<file path="config.mk">
export PLATFORM = sky130hd
export DESIGN_NAME = ahb_lsu_master
export DESIGN_NICKNAME = d
export VERILOG_FILES = /design/src/rtl/ahb_lsu_master.sv
export SDC_FILE = /design/constraint.sdc
export NUM_CORES = 1
export LEC_CHECK = 0
export BUFFER_PORTS_ARGS = -buffer_cell sky130_fd_sc_hd__buf_2
export CAP_MARGIN = 15
export CORE_UTILIZATION = 46
export CTS_BUF_LIST = sky130_fd_sc_hd__clkbuf_8
export CTS_CLUSTER_DIAMETER = 150
export DETAILED_ROUTE_END_ITERATION = 10
export GPL_TIMING_DRIVEN = 1
export MAX_ROUTING_LAYER = met4
export PLACE_DENSITY = 0.89
export SLEW_MARGIN = 20
export SYNTH_ARGS = -nofsm -noshare
export SYNTH_HDL_FRONTEND = slang
export SYNTH_SLANG_ARGS = --single-unit
</file>
<file path="constraint.sdc">
create_clock -name hclk -period 2.3 [get_ports hclk]
set_input_delay 0.46 -clock hclk [delete_from_list [all_inputs] [get_ports hclk]]
set_output_delay 0.46 -clock hclk [all_outputs]
set_load 0.1 [all_outputs]
</file>
<file path="src/rtl/ahb_lsu_master.sv">
// Single-transfer AHB-Lite master for a load/store unit: accepts one request
// at a time, issues a SINGLE NONSEQ transfer and reports a registered completion.
module ahb_lsu_master #(
    parameter int AWIDTH = 32,
    parameter int DWIDTH = 32
) (
    input  logic              hclk,
    input  logic              hresetn,
    input  logic              req_i,
    input  logic              we_i,
    input  logic [AWIDTH-1:0] addr_i,
    input  logic [2:0]        size_i,
    input  logic [DWIDTH-1:0] wdata_i,
    output logic              gnt_o,
    output logic              rvalid_o,
    output logic [DWIDTH-1:0] rdata_o,
    output logic              err_o,
    output logic [AWIDTH-1:0] haddr_o,
    output logic [1:0]        htrans_o,
    output logic              hwrite_o,
    output logic [2:0]        hsize_o,
    output logic [2:0]        hburst_o,
    output logic [DWIDTH-1:0] hwdata_o,
    input  logic              hready_i,
    input  logic              hresp_i,
    input  logic [DWIDTH-1:0] hrdata_i,
    output logic [1:0]        state_o
);

    // Requester handshake: a request is taken exactly in the cycle req_i and
    // gnt_o are both high; gnt_o only rises in IDLE, and each grant yields one
    // rvalid_o pulse later (err_o/rdata_o qualify that pulse).
    typedef enum logic [1:0] {
        IDLE = 2'd0,
        ADDR = 2'd1,
        DATA = 2'd2,
        ERR  = 2'd3
    } state_t;

    localparam logic [1:0] HTRANS_IDLE   = 2'b00;
    localparam logic [1:0] HTRANS_NONSEQ = 2'b10;

    state_t              state_q, state_d;
    logic [AWIDTH-1:0]   addr_q, addr_d;
    logic                we_q, we_d;
    logic [2:0]          size_q, size_d;
    logic [DWIDTH-1:0]   hwdata_q, hwdata_d;
    logic [1:0]          htrans_q, htrans_d;
    logic                rvalid_q, rvalid_d;
    logic                err_q, err_d;
    logic [DWIDTH-1:0]   rdata_q, rdata_d;
    logic                misaligned;

    function automatic logic [DWIDTH-1:0] lane_replicate(input logic [DWIDTH-1:0] d,
                                                         input logic [2:0]        sz);
        case (sz)
            3'd0:    return {4{d[7:0]}};
            3'd1:    return {2{d[15:0]}};
            default: return d;
        endcase
    endfunction

    function automatic logic [DWIDTH-1:0] lane_extract(input logic [DWIDTH-1:0] d,
                                                       input logic [1:0]        off,
                                                       input logic [2:0]        sz);
        logic [DWIDTH-1:0] shifted;
        shifted = d >> {off, 3'b000};
        case (sz)
            3'd0:    return {24'b0, shifted[7:0]};
            3'd1:    return {16'b0, shifted[15:0]};
            default: return shifted;
        endcase
    endfunction

    assign misaligned = (size_i > 3'd2)
                     || ((size_i == 3'd1) && addr_i[0])
                     || ((size_i == 3'd2) && (addr_i[1:0] != 2'b00));

    // Reset also masks the grant so nothing is accepted while hresetn is low.
    assign gnt_o = req_i && hresetn && (state_q == IDLE);

    always_comb begin
        state_d  = state_q;
        addr_d   = addr_q;
        we_d     = we_q;
        size_d   = size_q;
        hwdata_d = hwdata_q;
        htrans_d = htrans_q;
        rvalid_d = 1'b0;
        err_d    = 1'b0;
        rdata_d  = '0;
        case (state_q)
            IDLE: begin
                if (req_i) begin
                    addr_d   = addr_i;
                    we_d     = we_i;
                    size_d   = size_i;
                    hwdata_d = lane_replicate(wdata_i, size_i);
                    if (misaligned) begin
                        state_d  = ERR;
                        htrans_d = HTRANS_IDLE;
                    end else begin
                        state_d  = ADDR;
                        htrans_d = HTRANS_NONSEQ;
                    end
                end
            end
            ADDR: begin
                if (hready_i) begin
                    state_d  = DATA;
                    htrans_d = HTRANS_IDLE;
                end
            end
            DATA: begin
                // A two-cycle ERROR response holds here on its first (hready low) cycle.
                if (hready_i) begin
                    state_d  = IDLE;
                    rvalid_d = 1'b1;
                    if (hresp_i) begin
                        err_d = 1'b1;
                    end else if (!we_q) begin
                        rdata_d = lane_extract(hrdata_i, addr_q[1:0], size_q);
                    end
                end
            end
            ERR: begin
                state_d  = IDLE;
                rvalid_d = 1'b1;
                err_d    = 1'b1;
            end
            default: state_d = IDLE;
        endcase
    end

    always_ff @(posedge hclk or negedge hresetn) begin
        if (!hresetn) begin
            state_q  <= IDLE;
            addr_q   <= '0;
            we_q     <= 1'b0;
            size_q   <= 3'd0;
            hwdata_q <= '0;
            htrans_q <= HTRANS_IDLE;
            rvalid_q <= 1'b0;
            err_q    <= 1'b0;
            rdata_q  <= '0;
        end else begin
            state_q  <= state_d;
            addr_q   <= addr_d;
            we_q     <= we_d;
            size_q   <= size_d;
            hwdata_q <= hwdata_d;
            htrans_q <= htrans_d;
            rvalid_q <= rvalid_d;
            err_q    <= err_d;
            rdata_q  <= rdata_d;
        end
    end

    assign rvalid_o = rvalid_q;
    assign err_o    = err_q;
    assign rdata_o  = rdata_q;
    assign haddr_o  = addr_q;
    assign htrans_o = htrans_q;
    assign hwrite_o = we_q;
    assign hsize_o  = size_q;
    assign hburst_o = 3'b000;
    assign hwdata_o = hwdata_q;
    assign state_o  = state_q;

endmodule
</file>
==> qor.yml <==
cells_and_area:
  finalNonFillerCells: 817
  fin_nets: 785
  n_fill_cell: 804
  final_cell_area_um2: 5880
  area_growth_syn_to_layout_pct: 28.5
  layout_common_cells: "buf_2 (207), nand2_1 (155), dfrtp_1 (103)"
  drive_gt1_share_pct: 35.1
  final_common_cell: "buf_2"
global_route:
  grt_pass1_vias: 3847
  grt_first_pass_wirelength_um: 18700
  grt_start_max_net_pins: 79
  grt_overflow: 0
  antenna_found_initial: 0
  grt-busiest-layer: "met2"
  grt_usage_pct: 24.6
  grt_use_met2_pct: 39.8
  gr-usage-met3_pct: 3.59
  met1_usage_pct: 29.7
worst_setup_path:
  critPathBufInv: 1
  required_ps: 1840
  worst-path-max-fanout: 9
  cp_top_family: "simple AND/OR/NAND/NOR gates"
  crit_path_top_delay_cell: "dfrtp_2"
  crit_path_end_kind: "output pin"
  crit_arrival_ps: 1560
  cp_cell_sequence: "nor3b_4 -> and2_4 -> buf_12"
  crit_type: "reg2out"
  slowest_delay_ps: 480
  crit_path_start_kind: "flip-flop"
yosys:
  syn_area_um2: 4570
  yosysTopAreaCell: "dfrtp_1"
  synthArstFlopShare_pct: 100
  synth_seq_area_share_pct: 57.5
  synth_top_cell_area_share_pct: 57.5
  synth.top_cells.by_area: "dfrtp_1 (57%), nand2_1 (13%), a211oi_1 (5.9%)"
  syn_area_per_cell_um2: 9.45
  ys_ff_latch: 105
  synth_flop_cell: "dfrtp_1"
  synth_edf_count: 0
  synthCells: 484
  synth_cell_types: 34
  ys_warn_count: 0
floorplanning:
  die-width_um: 102
  ios: 215
  core_um2: 9680
  num_rows: 36
  die_h_um: 102
  dieArea_um2: 10300
  start_util_pct: 47.2
sta:
  whs_ps: 202
  fin_crit_ps: 2020
  relSlewSlack_pct: 39.3
  final_max_slew_viol_count: 0
  fin_crit_sh_pct: 87.9
  fmax_ghz: 0.495
  setup_violations: 0
  max_slew.worst_pin.slew_ps: 904
  finalHoldViolations: 0
  tns_ps: 0
  skew_ps: 7.71
  rsz0062_at_grt: "no"
route:
  drtIter0Drc: 153
  wl_um: 12600
  detail-route-antenna-nets: 0
  post_drt_wl_per_cell_um: 15.4
  drc: 0
  firstDrtPassIters: 4
  num_vias: 4198
  avgViaCountPerCell: 5.14
cts:
  cts-resized-gates: 0
  cts_root_buffer: "clkbuf_8"
  cts_tree: "built"
  clock-sinks: 105
  cts_buffer_depth: 2
  cts_buffers: 9
  holdBufCountCts: 0
  cts-htree-levels: 3
  cts_setup_buffers: 0
  clk_latency_ps: 360
  clkSlewWorstSetupHoldPaths_ps: 90
placed_design:
  dpl-instance-area_um2: 5730
  io_buffers: 210
  place_hpwl_um: 9220
  dp.cells: 802
  gp_congestion: 0.791
run:
  maxCapViolations: 0
run_status:
  status: "finished clean"
worst_hold_path:
  hold_class: "in2async"
-- metrics by stage --
step / setup WS, ps / utilization (%)
3_5_place_dp: 478 / 59.2
3_3_place_gp: 554 / 59.2
4_1_cts: 258 / 60.7
2_1_floorplan: 139 / -
6_report: 278 / 60.7
5_1_grt: 231 / 60.7
-- cells in the mapped netlist, drive strengths merged (5+ instances only) --
master,number
nor2,33
a21oi,19
a31oi,8
nor2b,23
buf,23
dfrtp,105
a211oi,36
nor3b,5
clkbuf,14
o21ai,27
nand2,155
nand2b,6
mux2i,10
-- cell families after synthesis --
logic type,Yosys count,synth area share [%]
AND/OR/NAND/NOR,229,21.5
flip-flops,105,57.5
AO/OA/AOI/OAI,98,14.0
buffers and inverters,40,4.49
multiplexers,11,2.44
other,1,0.0820
-- final timing paths --
path,start,endpoint,slack (ps),cells after the start
max in group asynchronous,hresetn,state_o[0],1440,2
worst min-delay path,hresetn,haddr_o[10],200,2
worst min register to register,haddr_o[16],haddr_o[16],480,2
min in group hclk,addr_i[8],haddr_o[8],290,3
worst max register to register,state_o[1],hwdata_o[8],570,4
worst max-delay path,state_o[1],gnt_o,280,3
-- routing by layer --
| metal | vias to the layer above | wire (µm) |
|---|---|---|
| li1 | 1990 | - |
| met1 | 1973 | 5240 |
| met3 | 37 | 763 |
| met2 | 198 | 6100 |
| met5 | - | 0 |
| met4 | 0 | 486 |
-- final cells by class --
| type | count | area (µm²) | share of cell area, % |
|---|---|---|---|
| tap | 133 | 166 | 2.83 |
| inverter | 3 | 11.3 | 0.192 |
| clock inverter | 5 | 20.0 | 0.341 |
| timing repair buffer | 219 | 1160 | 19.8 |
| sequential | 105 | 2630 | 44.8 |
| antenna | 1 | 2.50 | 0.0426 |
| multi-input combinational | 342 | 1760 | 29.9 |
| clock buffer | 9 | 124 | 2.11 |
-- state kept, by name, indices dropped and copies added, names as in the netlist --
name / count
haddr_o: 32
hwdata_o: 32
rdata_o: 32
hsize_o: 3
state_o: 2
err_o: 1
htrans_o: 1
hwrite_o: 1
rvalid_o: 1
Power is left out: the tool's default activity adds up to more than one toggle a clock period on the data nets, which glitch-free logic cannot reach.
